**src/rtl/counter_pkg.sv**
```systemverilog
// Shared constants for the up/down counter family.
package counter_pkg;

  // Limit behaviour selected by sat_mode.
  typedef enum logic {
    MODE_WRAP = 1'b0,
    MODE_SAT  = 1'b1
  } mode_e;

  // Count direction selected by up_down.
  typedef enum logic {
    DIR_DOWN = 1'b0,
    DIR_UP   = 1'b1
  } dir_e;

endpackage : counter_pkg

```
**src/rtl/counter_next_calc.sv**
```systemverilog
// Combinational next-count calculation for one enabled step, with limit detection.
module counter_next_calc
  import counter_pkg::*;
#(
  parameter int unsigned      WIDTH     = 16,
  parameter int unsigned      STEP_W    = 4,
  parameter logic [WIDTH-1:0] MAX_VALUE = '1
) (
  input  logic [WIDTH-1:0]  count_i,
  input  logic [STEP_W-1:0] step_i,
  input  logic              up_down_i,
  input  logic              sat_mode_i,
  output logic [WIDTH-1:0]  next_count_o,
  output logic              limit_event_o
);

  // One extra bit beyond the wider operand so count+step and count+MAX+1 never overflow.
  localparam int unsigned EW = ((WIDTH > STEP_W) ? WIDTH : STEP_W) + 1;

  logic [EW-1:0] cnt_x;
  logic [EW-1:0] step_x;
  logic [EW-1:0] max_x;
  logic [EW-1:0] sum_x;
  logic [EW-1:0] res_x;

  // Step the count up or down, wrapping modulo MAX_VALUE+1 or pinning at the limit.
  always_comb begin
    cnt_x         = EW'(count_i);
    step_x        = EW'(step_i);
    max_x         = EW'(MAX_VALUE);
    sum_x         = cnt_x + step_x;
    res_x         = cnt_x;
    limit_event_o = 1'b0;

    if (up_down_i == DIR_UP) begin
      if (sum_x <= max_x) begin
        res_x = sum_x;
      end else begin
        limit_event_o = 1'b1;
        if (sat_mode_i == MODE_SAT) res_x = max_x;
        else                        res_x = sum_x - max_x - EW'(1);
      end
    end else begin
      if (step_x <= cnt_x) begin
        res_x = cnt_x - step_x;
      end else begin
        limit_event_o = 1'b1;
        if (sat_mode_i == MODE_SAT) res_x = '0;
        else                        res_x = cnt_x + max_x + EW'(1) - step_x;
      end
    end

    next_count_o = WIDTH'(res_x);
  end

endmodule : counter_next_calc

```
**src/rtl/counter_nbit_updown.sv**
```systemverilog
// Parametrised load/up/down counter with modulus limit, wrap/saturate mode and event flags.
module counter_nbit_updown
  import counter_pkg::*;
#(
  parameter int unsigned      WIDTH       = 16,
  parameter int unsigned      STEP_W      = 4,
  parameter logic [WIDTH-1:0] MAX_VALUE   = '1,
  parameter logic [WIDTH-1:0] RESET_VALUE = '0
) (
  input  logic              clk,
  input  logic              reset,
  input  logic              load,
  input  logic [WIDTH-1:0]  datain,
  input  logic              enable,
  input  logic              up_down,
  input  logic [STEP_W-1:0] step,
  input  logic              sat_mode,
  input  logic              clear_flag,
  output logic [WIDTH-1:0]  dataout,
  output logic              wrap,
  output logic              overflow,
  output logic              at_max,
  output logic              at_min
);

  localparam int unsigned CW = ((WIDTH > STEP_W) ? WIDTH : STEP_W) + 1;

  logic [WIDTH-1:0] count_q, count_d;
  logic             wrap_q, wrap_d;
  logic             ovf_q, ovf_d;
  logic [WIDTH-1:0] calc_next;
  logic             calc_event;

  counter_next_calc #(
    .WIDTH     (WIDTH),
    .STEP_W    (STEP_W),
    .MAX_VALUE (MAX_VALUE)
  ) u_next_calc (
    .count_i       (count_q),
    .step_i        (step),
    .up_down_i     (up_down),
    .sat_mode_i    (sat_mode),
    .next_count_o  (calc_next),
    .limit_event_o (calc_event)
  );

  // Load (clamped) beats enable beats hold; any limit event sets the sticky flag over a clear.
  always_comb begin
    count_d = count_q;
    wrap_d  = 1'b0;
    ovf_d   = ovf_q & ~clear_flag;

    if (load) begin
      if (datain > MAX_VALUE) begin
        count_d = MAX_VALUE;
        wrap_d  = 1'b1;
      end else begin
        count_d = datain;
      end
    end else if (enable) begin
      count_d = calc_next;
      wrap_d  = calc_event;
    end

    if (wrap_d) ovf_d = 1'b1;
  end

  // State registers with synchronous reset taking priority over everything.
  always_ff @(posedge clk) begin
    if (reset) begin
      count_q <= RESET_VALUE;
      wrap_q  <= 1'b0;
      ovf_q   <= 1'b0;
    end else begin
      count_q <= count_d;
      wrap_q  <= wrap_d;
      ovf_q   <= ovf_d;
    end
  end

  assign dataout  = count_q;
  assign wrap     = wrap_q;
  assign overflow = ovf_q;
  assign at_max   = (count_q == MAX_VALUE);
  assign at_min   = (count_q == '0);

  // A step larger than the modulus has no defined result.
  a_step_legal : assert property (@(posedge clk) disable iff (reset)
    (enable && !load) |-> (CW'(step) <= CW'(MAX_VALUE)));

endmodule : counter_nbit_updown

```
**config.mk**
```make
export PLATFORM = sky130hd
export DESIGN_NAME = counter_nbit_updown
export DESIGN_NICKNAME = d
export VERILOG_FILES = /design/src/rtl/counter_pkg.sv /design/src/rtl/counter_next_calc.sv /design/src/rtl/counter_nbit_updown.sv
export SDC_FILE = /design/constraint.sdc
export NUM_CORES = 1
export LEC_CHECK = 0
export CAP_MARGIN = 15
export CORE_MARGIN = 2
export CORE_UTILIZATION = 50
export CTS_BUF_LIST = sky130_fd_sc_hd__clkbuf_2 sky130_fd_sc_hd__clkbuf_4 sky130_fd_sc_hd__clkbuf_8
export DETAILED_ROUTE_END_ITERATION = 8
export GPL_ROUTABILITY_DRIVEN = 0
export PLACE_DENSITY_LB_ADDON = 0.05
export SLEW_MARGIN = 15
export SYNTH_ARGS = -nofsm -noshare
export SYNTH_HDL_FRONTEND = slang
export SYNTH_SLANG_ARGS = --single-unit
```
**constraint.sdc**
```tcl
create_clock -name clk -period 3.8 [get_ports clk]
set_input_delay 0.57 -clock clk [delete_from_list [all_inputs] [get_ports clk]]
set_output_delay 0.57 -clock clk [all_outputs]
set_load 0.005 [all_outputs]
```
==> reports/qor.yml, run 1 <==
grt_antenna_before_repair: 0
clock_latency_ns: 0.26
final_min_period_over_clock_period: 0.788
syn_inst: 261
io_pins: 47
route.vias.total: 2235
post_cts_buffers: 0
grt_pass1_vias: 2047
cts_tree: "yes"
drt_first_pass_iters: 5
die_w_um: 66.7
ys_seq_elements: 18
grt_use_total: 0.295
ctsHoldBuffers: 0
netlist_area_um2: 1970
clock-sinks: 18
fp.coreArea_um2: 3720
multiInputGateArea_um2: 1440
postPlaceCellArea_um2: 2390
finalCriticalPeriod_ns: 2.99
worstPathRequired_ns: 3.96
fmax_mhz: 334
p_leak_nw: 0.894
ys_seq_area_frac: 0.183
status: "finished, final reports clean"
critPathKind: "in2reg"
postRouteAntennaNets: 0
drt_iter0_markers: 221
layout.area.seq_um2: 360
synth_nets: 298
layout.nets: 337
final_hold_viol_count: 0
cts_resized: 0
drc: 0
synth_warnings: 0
via_per_inst: 6.44
initial_core_util: 0.530
startpoint_type: "input pin"
diodes: 0
synth_edf_count: 0
crit_path_max_fanout: 5
final_common_cell: "clkdlybuf4s50_1"
setup_violations: 0
clock_skew_ns: 0.00452
peakVddDrop_v: 0.000281
die_y_um: 66.7
root_buffer: "clkbuf_8"
hpwlAfterDp_mm: 4.50
arrival_ns: 3.15
hp-class: "reg2reg"
tightest_slew_ns: 0.769
portBuffers: 46
htree_levels: 1
synth.avg_cell_area_um2: 7.54
wire_per_inst_um: 17.8
ys_async_sr_fraction: 0
grt_pass1_wl_mm: 9.96
cp-end-kind: "flip-flop"
num_rows: 22
powerDensity_nw_per_um2: 271
cts_buffer_depth: 2
yosysUniqueCellTypes: 58
design_area_um2: 2450
maxCapViolations: 0
total_power_uw: 664
die_area_um2: 4450
synth_flop_cell: "dfxtp_1"
globalRouteOverflowTotal: 0
tns_ns: 0
drt_wl_total_mm: 6.18
clk_pin_slew_ns: 0.07
synthToLayoutAreaGrowth_pct: 24.5
relSlewSlack: 0.485
timing.hold.ws_ns: 0.457
numCtsBuffers: 3
final-max-slew-violation-count: 0
layout_common_cells: "clkdlybuf4s50_1, nand2_1, o21ai_0, dfxtp_1, a21oi_1"
grt_max_degree: 25
fillCellCount: 345
drive_above_1_share: 0.0569
rsz0062_at_grt: "no"
## cells in the mapped netlist, types with 3 or more instances
cell type | n | area [um^2]
buf_6 | 7 | 78.8
and4_1 | 4 | 35.0
o2111ai_1 | 3 | 26.3
a221oi_1 | 3 | 26.3
buf_4 | 3 | 22.5
clkbuf_1 | 4 | 15.0
nand2b_1 | 5 | 31.3
dfxtp_1 | 18 | 360
o31ai_1 | 3 | 22.5
nand4_1 | 5 | 31.3
ha_1 | 8 | 100
xnor2_1 | 5 | 43.8
a32o_1 | 4 | 40.0
xor2_1 | 5 | 43.8
nand2_1 | 29 | 109
inv_1 | 10 | 37.5
nor4_1 | 5 | 31.3
o21ai_0 | 24 | 120
nor2b_1 | 4 | 25.0
a31oi_1 | 5 | 31.3
buf_2 | 3 | 15.0
a211oi_1 | 4 | 30.0
o21bai_1 | 3 | 22.5
nor3_1 | 6 | 30.0
nor2_1 | 16 | 60.1
or3_1 | 8 | 50.1
nand3_1 | 11 | 55.1
a21oi_1 | 17 | 85.1
## cell families after synthesis
kind of cell,Yosys count,synth area share
AND/OR/NAND/NOR,102,0.282
AO/OA/AOI/OAI,91,0.320
buffers and inverters,28,0.0877
flip-flops,18,0.183
XOR/XNOR,10,0.0445
adder cells (fa/ha/maj),10,0.0712
multiplexers,2,0.0108
## worst paths after layout
path              startpoint     endpoint  cells past startpoint  slack (ns)
setup / recovery     step[1]  dataout[13]                      9        0.81
hold / removal      overflow     overflow                      1        0.46
hold reg to reg     overflow     overflow                      1        0.46
setup reg to reg  dataout[0]   dataout[4]                      9        1.14
## per-stage QoR
| stage | utilization | setup WS (ns) | std cells |
|---|---|---|---|
| final | 0.659 | 0.807 | 347 |
| after global routing | 0.659 | 0.687 | 347 |
| after CTS | 0.659 | 0.821 | 347 |
| after detailed placement | 0.644 | 0.543 | 343 |
| after global placement | 0.644 | 0.540 | 343 |
| after floorplan | - | 1.40 | 261 |
## final cells by class
cell class,count,share of cell area
multi-input combinational,215,0.586
timing repair buffer,51,0.203
sequential,18,0.147
tap,48,0.0245
clock buffer,4,0.0225
inverter,11,0.0169
## flip-flops by register name, summed over array words and instances (netlist names)
signal    cells
dataout      16
overflow      1
wrap          1
## where the power goes
group / switching [mW] / internal [mW]
Clock: 0.0706 / 0.0923
Combinational: 0.134 / 0.130
Sequential: 0.0348 / 0.203
Total: 0.239 / 0.425
## routing by layer
| metal | up-vias | global-route usage | share of wire |
|---|---|---|---|
| met5 | - | 0 | 0 |
| met4 | 0 | 0.0944 | 0.020 |
| met3 | 18 | 0.0557 | 0.10 |
| met2 | 120 | 0.470 | 0.44 |
| met1 | 1028 | 0.399 | 0.44 |
| li1 | 1069 | - | - |
## worst max-delay path, stage by stage
cell and delay [ns]:
clkdlybuf4s50_1 0.59, inv_1 0.07, ha_1 0.31, nand2b_1 0.20
a2111o_1 0.55, a21oi_1 0.22, xor2_1 0.07, or3_1 0.32
a32o_1 0.25
No activity file was read; power rests on OpenSTA's default activity.
==> inputs of run 2 (changes only) <==
CORE_UTILIZATION = 47   (was 50)
clock period = 2.41 ns   (was 3.8 ns; I/O delays follow)
==> run 2 against run 1 <==
  * Largest cell class unchanged
  * Cell area up 28%
  * Sequential share of layout area down 3.1 points
  * Setup slack worse by 0.80 ns
  * Die area up 6.0%
  * Clock-buffer cell count unchanged
  * Highest routed layer unchanged
  * Register-to-register slack worse by 1.1 ns
  * Core utilization up 12 points
  * Total power up 92%
==> reports/qor.yml, run 2 (synthesis gave the netlist of run 1 again) <==
timing.hold.ws_ns: 0.463  # +0.00548 ns
postPlaceCellArea_um2: 2890  # +20%
synthToLayoutAreaGrowth_pct: 59.7
reg2reg_setup_slack_ns: 0.008  # -1.13 ns
portBuffers: 46  # unchanged
p_leak_nw: 1.27  # +42%
die_y_um: 68.7  # +3.0%
hp-class: "reg2reg"
numCtsBuffers: 3  # unchanged
wire_per_inst_um: 19.0  # +6.5%
dp.cells: 410  # +20%
worstPathRequired_ns: 2.05  # -1.91 ns
critPathKind: "reg2out"
clock_latency_ns: 0.27  # about the same
initial_core_util: 0.489  # -0.0411
design_area_um2: 3140  # +28%
final-max-slew-violation-count: 0  # unchanged
drive_above_1_share: 0.319  # +0.262
layout.nets: 408  # +21%
final_hold_viol_count: 0  # unchanged
layout_common_cells: "buf_4, clkdlybuf4s50_1, nand2_1, o21ai_0, a21oi_1"
diodes: 0  # unchanged
drt_iter0_markers: 287  # +30%
die_area_um2: 4720  # +6.0%
final_min_period_over_clock_period: 0.997
setup_violations: 0  # unchanged
grt_pass1_wl_mm: 11.7  # +17%
clock_skew_ns: 0.00320  # -0.00131 ns
min_from: "overflow"
num_rows: 23  # +4.5%
worstHoldPathCells: 1  # unchanged
hpwlAfterDp_mm: 5.60  # +25%
globalRouteOverflowTotal: 0  # unchanged
htree_levels: 1  # unchanged
fp.coreArea_um2: 4030  # +8.4%
r2r-end: "dataout[7]"
postRouteAntennaNets: 0  # unchanged
grt_max_degree: 18  # -28%
tightest_slew_ns: 0.591  # -0.179 ns
crit_path_max_fanout: 9  # +4
via_per_inst: 6.37  # -1.1%
largest_reg_flops: 16  # unchanged
grt_antenna_before_repair: 0  # unchanged
grt_use_total: 0.340  # +0.0445
finalCriticalPeriod_ns: 2.40
arrival_ns: 2.04  # -1.11 ns
drc: 0  # unchanged
hold_end: "overflow"
status: "finished, final reports clean"
powerDensity_nw_per_um2: 407  # +50%
relSlewSlack: 0.605  # +0.120
grt_pass1_vias: 2253  # +10%
cts_buffer_depth: 2  # unchanged
die_w_um: 68.7  # +3.0%
fillCellCount: 303  # -12%
rr_startpoint: "dataout[1]"
clock-sinks: 18  # unchanged
startpoint_type: "flip-flop"
fmax_mhz: 416
drt_first_pass_iters: 5  # unchanged
root_buffer: "clkbuf_8"
cts_tree: "yes"
ctsHoldBuffers: 0  # unchanged
drt_wl_total_mm: 7.97  # +29%
route.vias.total: 2676  # +20%
maxCapViolations: 0  # unchanged
peakVddDrop_v: 0.000292  # +4.2%
stdcell_count: 420  # +21%
final_common_cell: "buf_4"
cp-end-kind: "output pin"
clk_pin_slew_ns: 0.08  # about the same
io_pins: 47  # unchanged
reg2reg_depth: 9  # unchanged
-- run 2: per-stage QoR --
step,util,setup WS [ns],power [mW],TNS (ns)
final,0.780,0.00809,1.28,0
after detailed placement,0.716,-0.474,0.922,-6.38
after global routing,0.780,-0.0709,1.33,-0.0895
after CTS,0.763,0.00692,1.23,0
after floorplan,-,0.167,0.647,0
after global placement,0.716,-0.405,0.914,-5.34
-- run 2: what timing repair did --
| action | in CTS | in global routing |
|---|---|---|
| endpoints found under the setup margin | 19 | 19 |
| resized for setup | 25 | 14 |
| pin swaps | 10 | 8 |
| setup buffers | 1 | 5 |
-- run 2: report_power, final --
group / internal, mW / leakage [nW] / total [mW] / switching [mW]
Combinational: 0.345 / 1.09 / 0.654 / 0.309
Sequential: 0.321 / 0.150 / 0.354 / 0.0326
Clock: 0.146 / 0.0288 / 0.270 / 0.124
Total: 0.813 / 1.26 / 1.28 / 0.465
-- run 2: worst max-delay path by stage --
| stage | startpoint | to | slack (ns) | depth (start not counted) |
|---|---|---|---|---|
| after floorplan | dataout[1] | dataout[13] | 0.17 | 7 |
| after global placement | step[3] | dataout[4] | -0.40 | 10 |
| after detailed placement | step[3] | dataout[4] | -0.47 | 10 |
| after CTS | step[3] | dataout[15] | 0.007 | 10 |
| after global routing | dataout[1] | dataout[7] | -0.07 | 9 |
| final | dataout[8] | at_max | 0.008 | 4 |
-- run 2: worst max-delay path, cell delays in order (launching register included) --
cell	delay (ns)
dfxtp_1	0.45
and4_1	0.29
nand3_2	0.24
nor3_1	0.24
clkdlybuf4s50_1	0.55
-- run 2: routing by layer --
metal | vias up | global-route usage | part of all wire
li1 | 1214 | - | -
met1 | 1237 | 0.475 | 0.41
met2 | 201 | 0.542 | 0.45
met3 | 24 | 0.0357 | 0.11
met4 | 0 | 0.115 | 0.023
met5 | - | 0 | 0
-- run 2: area by class of cell --
type,instances,area [um^2],share of cell area
clock buffer,4,55.1,0.0175
multi-input combinational,215,1580,0.502
inverter,11,41.3,0.0131
sequential,18,365,0.116
tap,50,62.6,0.0199
timing repair buffer,122,1040,0.331
==> inputs of run 3 (changes only) <==
ABC_AREA = 1   (was not set)
CORE_UTILIZATION = 49   (was 47)
==> run 3 against run 2 <==
  * Fmax increased by 2.7%
  * Register-to-register slack improved by 0.22 ns
  * Total power increased by 0.97%
  * Largest cell class unchanged
==> reports/qor.yml, run 3 <==
r2r-end: "dataout[6]"
diodes: 0  # unchanged
slowest_delay_ns: 0.56  # about the same
synth.most_common_cell: "nand2_1"
arrival_ns: 1.98  # -0.06 ns
timing.hold.ws_ns: 0.479  # +0.0161 ns
syn_inst: 393  # +51%
synthAdderAreaFrac: 0.0599  # -0.0113
drc: 0  # unchanged
synth_edf_count: 0  # unchanged
tightest_slew_ns: 0.417  # -0.174 ns
initial_core_util: 0.502  # +0.0138
ys_seq_elements: 18  # unchanged
globalRouteOverflowTotal: 0  # unchanged
wire_per_inst_um: 14.2  # -25%
yosysUniqueCellTypes: 39  # -33%
crit_path_max_fanout: 7  # -2
die_y_um: 73.1  # +6.4%
grt_use_total: 0.288  # -0.0519
final-max-slew-violation-count: 0  # unchanged
hpwlAfterDp_mm: 5.89  # +5.0%
rsz0062_at_grt: "no"
grt_antenna_before_repair: 0  # unchanged
die_area_um2: 5350  # +13%
crit_chain: "buf_4, nor2_4, nand2_1, nor4_2, clkdlybuf4s50_1"
ys_seq_area_frac: 0.154  # -0.0292
dp_slack_ns: -0.112  # +0.362 ns
reg2reg_depth: 14  # +5
cts_buffer_depth: 2  # unchanged
synth_top_area_cell: "nand2_1"
synth_top_family_by_area: "simple AND/OR/NAND/NOR gates"
grt_pass1_wl_mm: 12.0  # +2.7%
clock_skew_ns: 0.00105  # -0.00216 ns
synth_warnings: 0  # unchanged
final_min_period_over_clock_period: 0.971  # -0.0258
clk_pin_slew_ns: 0.08  # about the same
power.internal_uw: 758  # -6.8%
drt_iter0_markers: 275  # -4.2%
post_cts_buffers: 0  # -1
synth_flop_cell: "dfxtp_1"
clock-sinks: 18  # unchanged
crit_family: "buffers and inverters"
synth_nets: 430  # +44%
drt_wl_total_mm: 7.30  # -8.4%
io_pins: 47  # unchanged
drt_first_pass_iters: 5  # unchanged
finalCriticalPeriod_ns: 2.34  # -0.0623 ns
stdcell_count: 513  # +22%
dp.cells: 509  # +24%
fp.coreArea_um2: 4660  # +16%
die_w_um: 73.1  # +6.4%
seq_power_share: 0.281  # +0.004
power_switching_uw: 533  # +15%
num_rows: 25  # +8.7%
design_area_um2: 3090  # -1.8%
grt_pass1_vias: 2579  # +14%
netlist_area_um2: 2340  # +19%
via_per_inst: 5.33  # -16%
fin_ws_ns: 0.0704  # +0.0623 ns
startpoint_type: "flip-flop"
grtUsageMet1: 0.396  # -0.0792
hold_end: "overflow"
postPlaceCellArea_um2: 3010  # +4.4%
pwr-share-clk: 0.206  # -0.005
yosys-top-cells-area: "nand2_1, dfxtp_1, nand3_1"
maxCapViolations: 0  # unchanged
fmax_mhz: 427  # +2.7%
synthToLayoutAreaGrowth_pct: 31.9
synth_compound_area_frac: 0.102  # -0.219
worstHoldPathCells: 2  # +1
switching_share: 0.413  # +0.0489
final_common_cell: "nand2_1"
portBuffers: 46  # unchanged
clock_latency_ns: 0.26  # about the same
tns_ns: 0  # unchanged
powerDensity_nw_per_um2: 418  # +2.8%
synth_simple_gate_area_share: 0.534  # +0.252
rr_startpoint: "dataout[0]"
p_leak_nw: 1.49  # +18%
grtUsageMet3: 0.0318  # -0.00395
peakVddDrop_v: 0.000277  # -5.3%
htree_levels: 1  # unchanged
grt_max_degree: 20  # +2
ys_async_sr_fraction: 0  # unchanged
cp_num_buf_inv: 2  # +1
fillCellCount: 442  # +46%
cp-end-kind: "output pin"
final_hold_viol_count: 0  # unchanged
synthTopCellsByCount: "nand2_1, nor2_1, nand3_1"
synthMuxAreaShare: 0  # -0.0108
top_usage_layer: "met2"
yosys.area_share.xor_xnor: 0.0262  # -0.0183
cts_tree: "yes"
route.vias.total: 2735  # +2.2%
largest_reg_flops: 16  # unchanged
total_power_mw: 1.29  # +0.97%
hp-class: "reg2reg"
layout_common_cells: "nand2_1, nor2_1, clkdlybuf4s50_1, nand3_1, inv_1"
status: "finished, final reports clean"
synth.avg_cell_area_um2: 5.96  # -21%
numCtsBuffers: 3  # unchanged
fin_util: 0.662  # -0.118
reg2reg_setup_slack_ns: 0.23  # +0.22 ns
worstPathRequired_ns: 2.05  # about the same
comb_power_share: 0.513  # about the same
root_buffer: "clkbuf_8"
drive_above_1_share: 0.214  # -0.105
ctsHoldBuffers: 0  # unchanged
setup_violations: 0  # unchanged
min_from: "overflow"
relSlewSlack: 0.721  # +0.116
critPathKind: "reg2out"
postRouteAntennaNets: 0  # unchanged
synth.top_cell.area_share: 0.180  # -0.00351
slowest_stage: "clkdlybuf4s50_1"
grt_use_met2: 0.476  # -0.0656
cp.depth: 5  # +1
layout.nets: 497  # +22%
[run 3: how the worst max path moves through the flow]
stage	start	endpoint	slack, ns
4_1_cts	dataout[5]	at_min	0.02
3_3_place_gp	step[0]	dataout[5]	-0.09
6_report	dataout[5]	at_min	0.07
5_1_grt	step[0]	dataout[15]	0.01
3_5_place_dp	step[3]	dataout[15]	-0.11
2_1_floorplan	dataout[0]	dataout[10]	0.50
[run 3: what timing repair did]
item,CTS,global route
setup endpoints to repair,1,3
endpoints found under the hold margin,0,0
resized for setup,1,4
[run 3: cells by family after synthesis]
kind of cell / after synthesis
AOI/OAI and AO/OA: 38
buffers and inverters: 67
DFF: 18
adders and majority gates: 10
and+or+nand+nor: 253
xor gates and xnor gates: 7
[run 3: worst reg2reg max path, cell delays in order, from the launching register on]
cell     delay (ns)
dfxtp_1        0.42
inv_1          0.10
ha_1           0.24
fa_1           0.41
inv_1          0.08
nand2_2        0.07
nand2_4        0.07
buf_4          0.12
inv_2          0.04
nand2_1        0.06
xor2_1         0.17
nand2_1        0.08
nand3_1        0.08
nand2_1        0.06
a21oi_1        0.11
[run 3: per-layer routing]
layer,wire length [um],up-vias
met3,486,10
met2,3430,91
met1,3300,1245
met5,0,-
met4,83,0
li1,-,1389
[run 3: cell type report]
| type | instances | area, um^2 | share of cell area |
|---|---|---|---|
| Multi-Input combinational cell | 308 | 1710 | 0.553 |
| Timing Repair Buffer | 78 | 701 | 0.227 |
| Sequential cell | 18 | 362 | 0.117 |
| Inverter | 51 | 194 | 0.0628 |
| Tap cell | 54 | 67.6 | 0.0219 |
| Clock buffer | 4 | 55.1 | 0.0178 |
[run 3: power groups by stage]
stage / sequential [mW] / clock (mW) / combinational (mW)
floorplan: 0.350 / 0 / 0.417
global placement: 0.368 / 0 / 0.640
detailed placement: 0.368 / 0 / 0.646
CTS: 0.361 / 0.273 / 0.651
global route: 0.366 / 0.279 / 0.732
finish: 0.362 / 0.266 / 0.662
